<file path="src/rtl/ycbcr_pkg.sv">
// Shared constants and sequencer state type for the YCbCr block path.
package ycbcr_pkg;
  localparam int FIXED_POINT_LENGTH = 32;
  localparam int INPUT_WIDTH        = 8;
  localparam int BLOCK_PIXELS       = 64;

  typedef enum logic [1:0] {
    IDLE  = 2'd0,
    RUN   = 2'd1,
    DRAIN = 2'd2
  } seq_state_t;
endpackage

</file>
<file path="src/rtl/ycbcr_result_fifo.sv">
// Synchronous result FIFO for converter outputs; head data reads as zero when empty.
module ycbcr_result_fifo #(
  parameter int WIDTH = 3 * ycbcr_pkg::FIXED_POINT_LENGTH,
  parameter int DEPTH = 8,
  localparam int AW   = $clog2(DEPTH)
) (
  input  logic             clk,
  input  logic             rst,
  input  logic             push,
  input  logic [WIDTH-1:0] wdata,
  input  logic             pop,
  output logic [WIDTH-1:0] rdata,
  output logic [AW:0]      count,
  output logic             full,
  output logic             empty
);
  logic [WIDTH-1:0] mem [DEPTH];
  logic [AW-1:0]    wr_ptr, rd_ptr;
  logic             push_ok, pop_ok;

  assign empty   = (count == '0);
  assign full    = (count == (AW+1)'(DEPTH));
  assign pop_ok  = pop && !empty;
  // A push into a full FIFO is fine when the same cycle frees the head slot.
  assign push_ok = push && (!full || pop_ok);
  assign rdata   = empty ? '0 : mem[rd_ptr];

  always_ff @(posedge clk) begin
    if (push_ok) mem[wr_ptr] <= wdata;
  end

  always_ff @(posedge clk or posedge rst) begin
    if (rst) begin
      wr_ptr <= '0;
      rd_ptr <= '0;
      count  <= '0;
    end else begin
      if (push_ok) wr_ptr <= wr_ptr + 1'b1;
      if (pop_ok)  rd_ptr <= rd_ptr + 1'b1;
      unique case ({push_ok, pop_ok})
        2'b10:   count <= count + 1'b1;
        2'b01:   count <= count - 1'b1;
        default: count <= count;
      endcase
    end
  end
endmodule

</file>
<file path="src/rtl/ycbcr_block_sequencer.sv">
// Sequences one frame job through the fixed-latency RGB->YCbCr converter and
// frames the buffered results into 64-pixel blocks for the DCT stage.
module ycbcr_block_sequencer #(
  parameter int FIXED_POINT_LENGTH = ycbcr_pkg::FIXED_POINT_LENGTH,
  parameter int INPUT_WIDTH        = ycbcr_pkg::INPUT_WIDTH,
  parameter int CONV_LATENCY       = 2,
  parameter int FIFO_DEPTH         = 8,
  parameter int BLK_CNT_W          = 16
) (
  input  logic                          clk,
  input  logic                          rst,
  input  logic                          start,
  input  logic [BLK_CNT_W-1:0]          num_blocks,
  output logic                          busy,
  output logic                          done,
  input  logic                          pix_valid,
  output logic                          pix_ready,
  input  logic [INPUT_WIDTH-1:0]        r_in,
  input  logic [INPUT_WIDTH-1:0]        g_in,
  input  logic [INPUT_WIDTH-1:0]        b_in,
  output logic [INPUT_WIDTH-1:0]        conv_r,
  output logic [INPUT_WIDTH-1:0]        conv_g,
  output logic [INPUT_WIDTH-1:0]        conv_b,
  input  logic [FIXED_POINT_LENGTH-1:0] conv_y,
  input  logic [FIXED_POINT_LENGTH-1:0] conv_cb,
  input  logic [FIXED_POINT_LENGTH-1:0] conv_cr,
  output logic                          out_valid,
  input  logic                          out_ready,
  output logic [FIXED_POINT_LENGTH-1:0] y_out,
  output logic [FIXED_POINT_LENGTH-1:0] cb_out,
  output logic [FIXED_POINT_LENGTH-1:0] cr_out,
  output logic                          out_first,
  output logic                          out_last
);
  import ycbcr_pkg::*;

  localparam int PIX_W = $clog2(BLOCK_PIXELS);
  localparam int TOT_W = BLK_CNT_W + PIX_W;
  localparam int CNT_W = $clog2(FIFO_DEPTH) + 1;
  localparam int DW    = 3 * FIXED_POINT_LENGTH;

  seq_state_t state, state_nxt;
  logic                    done_nxt, job_start;
  logic [BLK_CNT_W-1:0]    nblk_q, blk_cnt;
  logic [TOT_W-1:0]        total_q, in_cnt;
  logic [PIX_W-1:0]        pix_cnt;
  logic [CONV_LATENCY-1:0] vpipe, vpipe_nxt;
  logic [CNT_W-1:0]        inflight, fifo_count;
  logic                    fifo_full, fifo_empty, fifo_push, fifo_pop;
  logic [DW-1:0]           fifo_rdata;
  logic                    credit_ok, accept, last_in, pix_last, final_hs;

  always_comb begin
    inflight = '0;
    for (int unsigned i = 0; i < CONV_LATENCY; i++)
      inflight = inflight + CNT_W'(vpipe[i]);
  end

  // Everything already in the pipe is owed a FIFO slot, so it counts against credit.
  assign credit_ok = !fifo_full &&
                     (({1'b0, fifo_count} + {1'b0, inflight}) < (CNT_W+1)'(FIFO_DEPTH));
  assign pix_ready = (state == RUN) && credit_ok;
  assign accept    = pix_valid && pix_ready;
  assign last_in   = accept && (in_cnt == total_q - TOT_W'(1));

  assign fifo_push = vpipe[CONV_LATENCY-1];
  assign fifo_pop  = out_valid && out_ready;
  assign pix_last  = (pix_cnt == PIX_W'(BLOCK_PIXELS - 1));
  assign final_hs  = fifo_pop && pix_last && (blk_cnt == nblk_q - BLK_CNT_W'(1));

  always_comb begin
    vpipe_nxt    = vpipe << 1;
    vpipe_nxt[0] = accept;
  end

  // The last handshake implies pipe and FIFO are drained after this edge,
  // so leaving DRAIN on that handshake puts done one cycle after it.
  always_comb begin
    state_nxt = state;
    done_nxt  = 1'b0;
    job_start = 1'b0;
    unique case (state)
      IDLE: begin
        if (start) begin
          if (num_blocks != '0) begin
            state_nxt = RUN;
            job_start = 1'b1;
          end else begin
            done_nxt = 1'b1;
          end
        end
      end
      RUN:   if (last_in) state_nxt = DRAIN;
      DRAIN: begin
        if (final_hs) begin
          state_nxt = IDLE;
          done_nxt  = 1'b1;
        end
      end
      default: state_nxt = IDLE;
    endcase
  end

  always_ff @(posedge clk or posedge rst) begin
    if (rst) begin
      state   <= IDLE;
      done    <= 1'b0;
      nblk_q  <= '0;
      total_q <= '0;
      in_cnt  <= '0;
      pix_cnt <= '0;
      blk_cnt <= '0;
      vpipe   <= '0;
      conv_r  <= '0;
      conv_g  <= '0;
      conv_b  <= '0;
    end else begin
      state <= state_nxt;
      done  <= done_nxt;
      vpipe <= vpipe_nxt;
      if (job_start) begin
        nblk_q  <= num_blocks;
        total_q <= {num_blocks, {PIX_W{1'b0}}};
        in_cnt  <= '0;
        pix_cnt <= '0;
        blk_cnt <= '0;
      end else begin
        if (accept) in_cnt <= in_cnt + 1'b1;
        if (fifo_pop) begin
          pix_cnt <= pix_cnt + 1'b1;
          if (pix_last) blk_cnt <= blk_cnt + 1'b1;
        end
      end
      if (accept) begin
        conv_r <= r_in;
        conv_g <= g_in;
        conv_b <= b_in;
      end
    end
  end

  ycbcr_result_fifo #(
    .WIDTH (DW),
    .DEPTH (FIFO_DEPTH)
  ) u_fifo (
    .clk   (clk),
    .rst   (rst),
    .push  (fifo_push),
    .wdata ({conv_y, conv_cb, conv_cr}),
    .pop   (fifo_pop),
    .rdata (fifo_rdata),
    .count (fifo_count),
    .full  (fifo_full),
    .empty (fifo_empty)
  );

  assign busy      = (state != IDLE);
  assign out_valid = !fifo_empty;
  assign y_out     = fifo_rdata[DW-1 -: FIXED_POINT_LENGTH];
  assign cb_out    = fifo_rdata[2*FIXED_POINT_LENGTH-1 -: FIXED_POINT_LENGTH];
  assign cr_out    = fifo_rdata[FIXED_POINT_LENGTH-1:0];
  assign out_first = !fifo_empty && (pix_cnt == '0);
  assign out_last  = !fifo_empty && pix_last;
endmodule

</file>
<file path="config.mk">
export PLATFORM = sky130hd
export DESIGN_NAME = ycbcr_block_sequencer
export DESIGN_NICKNAME = d
export VERILOG_FILES = /design/src/rtl/ycbcr_pkg.sv /design/src/rtl/ycbcr_result_fifo.sv /design/src/rtl/ycbcr_block_sequencer.sv
export SDC_FILE = /design/constraint.sdc
export NUM_CORES = 1
export LEC_CHECK = 0
export BUFFER_PORTS_ARGS = -buffer_cell sky130_fd_sc_hd__buf_4
export CORE_ASPECT_RATIO = 0.75
export CORE_UTILIZATION = 45
export CTS_CLUSTER_DIAMETER = 60
export DETAILED_ROUTE_END_ITERATION = 8
export GPL_TIMING_DRIVEN = 0
export PLACE_DENSITY = 0.73
export SYNTH_ARGS = -nofsm -noshare
export SYNTH_HDL_FRONTEND = slang
export SYNTH_SLANG_ARGS = --single-unit
export TNS_END_PERCENT = 1
</file>
<file path="constraint.sdc">
create_clock -name clk -period 10.3 [get_ports clk]
set_input_delay 3.09 -clock clk [delete_from_list [all_inputs] [get_ports clk]]
set_output_delay 3.09 -clock clk [all_outputs]
set_load 0.03 [all_outputs]
</file>
==> results of run 1 <==
==> cell families (layout without fill, tap and decap cells) <==
logic type,Yosys count,count (layout),share of synthesized area
adder cells (fa/ha/maj),11,11,0.00420
flip-flops,867,867,0.740
other,0,4,0
XOR/XNOR,80,80,0.0203
buffers and inverters,110,582,0.0130
AO/OA/AOI/OAI,57,57,0.0118
multiplexers,301,301,0.157
AND/OR/NAND/NOR,392,392,0.0537
==> worst paths after layout <==
kind                                     endpoint  slack, ns  cells after the start
min in group asynchronous   conv_g[7]$_DFFE_PP0P_       2.46                      2
setup reg to reg           in_cnt[15]$_DFFE_PP0P_       7.11                     11
hold / removal                 vpipe[1]$_DFF_PP0_       0.39                      0
hold reg to reg                vpipe[1]$_DFF_PP0_       0.39                      0
setup / recovery                        y_out[15]       3.16                      6
max in group asynchronous          done$_DFF_PP0_       7.13                      3
==> stage by stage <==
step	std cells	hold WS (ns)	worst slack [ns]	util
detailed placement	3155	0.378	3.84	0.514
CTS	3313	0.394	3.13	0.551
global placement	3107	0.376	-7.58	0.500
global route	3317	0.418	3.02	0.551
floorplan	1818	0.360	-0.338	-
finish	3317	0.393	3.16	0.551
==> cell usage in the layout (no fill, tap or decap), types with 4 or more instances in the layout <==
cell / Yosys / layout
or4_4: 4 / 4
mux4_2: 192 / 192
a31oi_1: 6 / 6
a21oi_1: 13 / 13
buf_1: 38 / 38
clkbuf_1: 46 / 67
xor2_1: 40 / 40
diode_2: 0 / 4
clkbuf_16: 0 / 89
nor2_4: 0 / 6
o21ai_0: 10 / 10
xnor2_1: 40 / 40
mux2i_1: 97 / 97
and2_1: 7 / 7
and3_1: 9 / 9
clkinv_2: 0 / 13
and4_1: 6 / 6
nor2b_1: 4 / 4
inv_1: 18 / 17
mux2_2: 12 / 12
edfxtp_1: 768 / 768
nand2b_1: 9 / 9
nand4_1: 12 / 12
buf_12: 0 / 24
clkbuf_8: 0 / 4
nor3_1: 20 / 18
inv_6: 0 / 4
nand3_1: 16 / 16
nor2_1: 159 / 153
bufinv_16: 0 / 9
buf_4: 3 / 270
buf_6: 3 / 13
nor4_1: 5 / 5
nand2_1: 116 / 116
dfrtp_1: 99 / 99
ha_1: 10 / 10
buf_16: 0 / 10
clkinv_1: 0 / 14
==> Yosys cell counts (2+ instances only) <==
cell | n | area share
and4_1 | 6 | 0.0015
xnor2_1 | 40 | 0.010
nor3_1 | 20 | 0.0029
a21oi_1 | 13 | 0.0019
clkbuf_1 | 46 | 0.0050
nor2_1 | 159 | 0.017
ha_1 | 10 | 0.0036
or3_1 | 3 | 0.00054
a21o_1 | 2 | 0.00043
inv_1 | 18 | 0.0020
nor2b_1 | 4 | 0.00072
buf_6 | 3 | 0.00098
buf_1 | 38 | 0.0041
or4_4 | 4 | 0.0013
nand3b_1 | 2 | 0.00043
mux4_2 | 192 | 0.13
a22oi_1 | 2 | 0.00043
mux2i_1 | 97 | 0.028
mux2_2 | 12 | 0.0039
and3_1 | 9 | 0.0016
and2_1 | 7 | 0.0013
nor4_4 | 2 | 0.0012
nand3_1 | 16 | 0.0023
o211ai_1 | 2 | 0.00043
buf_4 | 3 | 0.00065
buf_2 | 2 | 0.00029
o21a_1 | 3 | 0.00065
a31oi_1 | 6 | 0.0011
xor2_1 | 40 | 0.010
nand4_2 | 2 | 0.00072
o21ai_0 | 10 | 0.0014
or4_1 | 2 | 0.00043
dfrtp_1 | 99 | 0.072
nor4_2 | 4 | 0.0014
nand2_1 | 116 | 0.013
nand4_1 | 12 | 0.0022
or2_2 | 2 | 0.00036
edfxtp_1 | 768 | 0.67
nand2b_1 | 9 | 0.0016
nor4_1 | 5 | 0.00091
a211oi_1 | 3 | 0.00065
o221ai_1 | 2 | 0.00051
==> flip-flops by register name, indices dropped and copies added, names as in the netlist <==
signal / flops
u_fifo.mem: 768
in_cnt: 22
blk_cnt: 16
total_q: 16
conv_b: 8
conv_g: 8
conv_r: 8
pix_cnt: 6
u_fifo.count: 4
u_fifo.rd_ptr: 3
u_fifo.wr_ptr: 3
state: 2
vpipe: 2
done: 1
==> area by class of cell <==
cell class	count	area share
Tap cell	1023	0.0307
Clock inverter	44	0.0110
Buffer	92	0.00917
Sequential cell	867	0.614
Timing Repair Buffer	314	0.0701
Clock buffer	114	0.0567
Antenna cell	4	0.000240
Multi-Input combinational cell	841	0.207
Inverter	18	0.00168
==> report_power, final <==
group / switching [mW] / internal [mW] / total, mW
clock: 1.30 / 1.84 / 3.14
sequential: 0.132 / 4.22 / 4.35
combinational: 2.47 / 1.67 / 4.15
total: 3.90 / 7.74 / 11.6
==> per-layer routing <==
layer	track usage	part of all wire
met5	0	0.0010
met2	0.324	0.49
met4	0.0620	0.025
met1	0.287	0.43
met3	0.0467	0.062
==> results.md, run 1 <==
* Vias/cell at 5.45
* Site row count at 87
* Setup Fix Bufs, Post-CTS at 0
* Endpoints failing setup at 0
* P&R area growth vs syn at 20.6%
* I/O Pins at 267
* Arr. time, crit path at 4.05 ns
* Period utilization at 0.693
* Hold Buf Count CTS at 0
* Worst path bufs/invs at 4
* Cts bufs inserted at 86
* Post-cts resize count at 0
* Peak Freq at 0.140 GHz
* Initial Util at 0.457
* Die area at 77900 um2
* Max Cap Viol at 0
* Slew @ Worst Pin at 1.25 ns
* Worst Path Required at 7.21 ns
* Final hold violation count at 0
* Sequential area share after synthesis at 0.740
* Yosys reg bits at 867
* Delay-heaviest family, CP: buffers and inverters
* Clk sinks at 867
* Iteration-0 DRC Markers at 1622
* DRT Wirelength at 78800 um
* Post-DP HPWL at 51400 um
* Residual DRC count at 0
* Hold Startpoint: vpipe[0]$_DFF_PP0_
* Worst setup EP type: output pin
* Worst-path cell chain: clkbuf_1 -> nor4_4 -> clkbuf_1 -> clkbuf_1 -> nor2_1 -> buf_4
* HP Class: flop to flop
* Routed Antenna Nets at 0
* Post-synth net total at 1970
* Fillers at 5786
* DIE WIDTH at 322 um
* Pwr/cell area at 280 nW/um2
* P_leak at 14.7 nW
* EDFF count, synth at 768
* Cells after synthesis at 1818
* IO Port Bufs at 266
* Startpoint Class: flop
* CP Class: flop to output pin
* Slowest CP cell: clkbuf_1
* CTS tree: done
* FF/Latch Area at 25500 um2
* Final Critical Period at 7.14 ns
* Ys async rst share at 0.114
* Multi-input gate area at 8610 um2
* Worst skew pair latency at 0.64 ns
* Vias post-DR at 18100
* Core area at 75500 um2
* CTS max path bufs at 3
* Final nets at 2372
* Synth Flop Type: edfxtp_1
* Max stage delay on crit path at 0.93 ns
* RSZ-0062 raised after global routing: no
* Initial antenna violation count at 10
* CTS root buf: clkbuf_16
* Fin Setup TNS at 0 ns
* Worst path most repeated cell: clkbuf_1
* Synth Area per Inst at 19.0 um2
* Fin. max-slew vios at 0
* Final Instance Area at 41600 um2
* GRT Residual Overflow at 0
* Skew final at 0.0162 ns
* Vias in the first global route at 18800
* Largest net degree at the start of global routing at 74
* Crit-path max FO at 10
* Outcome: finished, final reports clean
* VDD IR max at 0.000226 V
* RePlAce Congestion at 0.856
* WL per Instance at 23.8 um
* Synth Warn # at 0
* Netlist area before placement at 34500 um2
* DIE HEIGHT at 242 um
* H-tree depth at 3
* Max-slew headroom at 0.158
* Share of cells above drive strength 1 at 0.297
* R2R Path Start: u_fifo.count[0]$_DFFE_PP0P_
* Reg clk slew, reported paths at 0.06 ns
* Area post-placement at 38800 um2
* Total power at 11.6 mW
* Synth cell types at 65
* DR pass1 iterations at 6
* Tot GR Track Use at 0.206
* Worst setup path startpoint: u_fifo.count[3]$_DFFE_PP0P_
* First-pass GRT wire length at 119000 um
Note: power is estimated with default switching activity, not from simulation.
==> run 2: changes to the inputs <==
==> constraint.sdc (replaced) <==
create_clock -name clk -period 6.6 [get_ports clk]
set_input_delay 1.98 -clock clk [delete_from_list [all_inputs] [get_ports clk]]
set_output_delay 1.98 -clock clk [all_outputs]
set_load 0.03 [all_outputs]
==> results.md, run 2 (synthesis results as in run 1) <==
* Outcome: finished, final reports clean
* Iteration-0 DRC Markers at 1555 (-4.1%)
* Endpoint, Worst Hold: vpipe[1]$_DFF_PP0_
* CTS root buf: clkbuf_16
* Met3 Usage GRT at 0.0497 (+0.00293)
* Final hold violation count at 0 (unchanged)
* RSZ-0062 raised after global routing: no
* Skew final at 0.0201 ns (+0.00391 ns)
* Hold Buf Count CTS at 0 (unchanged)
* DRT Wirelength at 79300 um (+0.65%)
* Crit-path max FO at 10 (unchanged)
* I/O Pins at 267 (unchanged)
* Vias in the first global route at 18600 (-1.2%)
* Endpoints failing setup at 0 (unchanged)
* Vias post-DR at 18200 (+0.46%)
* GRT Residual Overflow at 0 (unchanged)
* RePlAce Congestion at 0.840 (-1.8%)
* Max-slew headroom at 0.215 (+0.0573)
* Gr busiest metal: met2
* Cell Count, Final, Fillers Out at 3306 (-0.33%)
* Worst R2R End: in_cnt[21]$_DFFE_PP0P_
* Arr. time, crit path at 3.93 ns (-0.12 ns)
* Cell-internal power at 11.9 mW (+54%)
* Period utilization at 0.895
* Initial Util at 0.457 (unchanged)
* CTS max path bufs at 3 (unchanged)
* Final nets at 2364 (-0.34%)
* Leading cell type in the layout, fill and taps excluded: edfxtp_1
* Startpoint Class: flop
* Post-DP HPWL at 51700 um (+0.57%)
* Met2 GRT Util at 0.333 (+0.00963)
* VDD IR max at 0.000388 V (+72%)
* DIE HEIGHT at 242 um (unchanged)
* DIE WIDTH at 322 um (unchanged)
* CP Class: flop to output pin
* Post-cts resize count at 0 (unchanged)
* Clock Power Share at 0.264 (-0.005)
* Hold path depth at 0 (unchanged)
* HP Class: flop to flop
* P_leak at 14.6 nW (-0.48%)
* FF-to-FF path depth at 11 (unchanged)
* Peak Freq at 0.169 GHz
* Worst setup EP type: output pin
* Site row count at 87 (unchanged)
* WL per Instance at 24.0 um (+0.98%)
* Die area at 77900 um2 (unchanged)
* Top reg by flops: u_fifo.mem
* Largest registers: u_fifo.mem x768, in_cnt x22
* Clk sinks at 867 (unchanged)
* Tot GR Track Use at 0.205 (about the same)
* First-pass GRT wire length at 118000 um (-0.70%)
* Residual DRC count at 0 (unchanged)
* Slew @ Worst Pin at 1.16 ns (-0.0851 ns)
* H-tree depth at 3 (unchanged)
* Reg power frac at 0.377 (+0.003)
* Most frequent cells in the layout: edfxtp_1, buf_4, mux4_2, nor2_1, nand2_1
* Worst Path Required at 4.62 ns (-2.59 ns)
* Setup Fix Bufs, Post-CTS at 0 (unchanged)
* Largest register FFs at 768 (unchanged)
* Fillers at 5798 (+0.21%)
* Fin. max-slew vios at 0 (unchanged)
* Vias/cell at 5.49 (+0.79%)
* Cts bufs inserted at 84 (-2.3%)
* R2R Path Start: u_fifo.count[0]$_DFFE_PP0P_
* IO Port Bufs at 266 (unchanged)
* Placed cells at 3149 (-0.19%)
* P&R area growth vs syn at 20.2%
* Final Critical Period at 5.91 ns
* Hold Startpoint: vpipe[0]$_DFF_PP0_
* Largest net degree at the start of global routing at 51 (-31%)
* Core area at 75500 um2 (unchanged)
* Routed Antenna Nets at 0 (unchanged)
* Fin Setup TNS at 0 ns (unchanged)
* Max Cap Viol at 0 (unchanged)
* FF-to-FF setup slack at 3.34 ns (-3.77 ns)
* Met1 Use GR at 0.277 (-0.00951)
* Net Sw Frac at 0.338 (+0.00294)
* Pwr/cell area at 435 nW/um2 (+55%)
* Switching power at 6.10 mW (+56%)
* Reg clk slew, reported paths at 0.06 ns (about the same)
* Worst skew pair latency at 0.64 ns (about the same)
* DR pass1 iterations at 5 (-1)
* CTS tree: done
* Logic pwr share at 0.359 (+0.003)
* Initial antenna violation count at 13 (+3)
* Share of cells above drive strength 1 at 0.293 (-0.00396)
==> run 2: worst max path at each step <==
stage	startpoint	endpoint	slack (ns)	cells after the start
2_1_floorplan	out_ready	u_fifo.mem[6][0]$_DFFE_PP_	-0.37	5
6_report	u_fifo.rd_ptr[0]$_DFFE_PP0P_	cb_out[13]	0.69	7
4_1_cts	u_fifo.rd_ptr[0]$_DFFE_PP0P_	cb_out[13]	0.48	7
3_5_place_dp	u_fifo.rd_ptr[0]$_DFFE_PP0P_	cb_out[13]	1.15	7
3_3_place_gp	out_ready	u_fifo.mem[4][80]$_DFFE_PP_	-4.99	6
5_1_grt	u_fifo.rd_ptr[0]$_DFFE_PP0P_	cb_out[13]	0.30	7
==> run 2: worst max-delay path: stages, from the launching register on <==
cell      delay [ns]
dfrtp_1         0.35
clkbuf_1        0.15
buf_1           0.82
buf_1           0.76
mux4_2          0.60
mux2i_1         0.31
nor2_1          0.08
buf_4           0.21
==> run 2: layer usage <==
metal	share of wire	vias up	wire length [um]
met5	0.0015	-	115
met4	0.022	18	1710
met2	0.49	609	39000
met1	0.41	9429	32700
li1	-	7971	-
met3	0.072	126	5730
==> run 2: final cells by class <==
| class | count | area [um2] | share of cell area |
|---|---|---|---|
| Clock buffer | 106 | 2250 | 0.0542 |
| Buffer | 92 | 382 | 0.00919 |
| Inverter | 18 | 70.1 | 0.00169 |
| Tap cell | 1023 | 1280 | 0.0308 |
| Timing Repair Buffer | 308 | 2910 | 0.0701 |
| Clock inverter | 48 | 465 | 0.0112 |
| Sequential cell | 867 | 25500 | 0.615 |
| Antenna cell | 3 | 7.51 | 0.000181 |
| Multi-Input combinational cell | 841 | 8620 | 0.208 |
==> run 2: per-stage QoR <==
step / utilization / instance area (um2) / hold WS [ns] / worst slack (ns) / total power [mW]
after floorplan: - / 34500 / 0.360 / -0.373 / 11.0
after global placement: 0.501 / 37800 / 0.373 / -4.99 / 13.3
after detailed placement: 0.514 / 38800 / 0.374 / 1.15 / 13.5
after CTS: 0.549 / 41500 / 0.399 / 0.483 / 18.3
after global routing: 0.550 / 41500 / 0.403 / 0.305 / 18.8
final: 0.550 / 41500 / 0.394 / 0.693 / 18.0
==> run 2: power by group through the flow <==
stage / registers (mW) / logic, mW / clock network [mW]
after detailed placement: 6.91 / 6.58 / 0
after global placement: 7.02 / 6.30 / 0
after floorplan: 7.06 / 3.99 / 0
final: 6.80 / 6.48 / 4.76
after global routing: 6.85 / 6.90 / 5.05
after CTS: 6.80 / 6.61 / 4.85
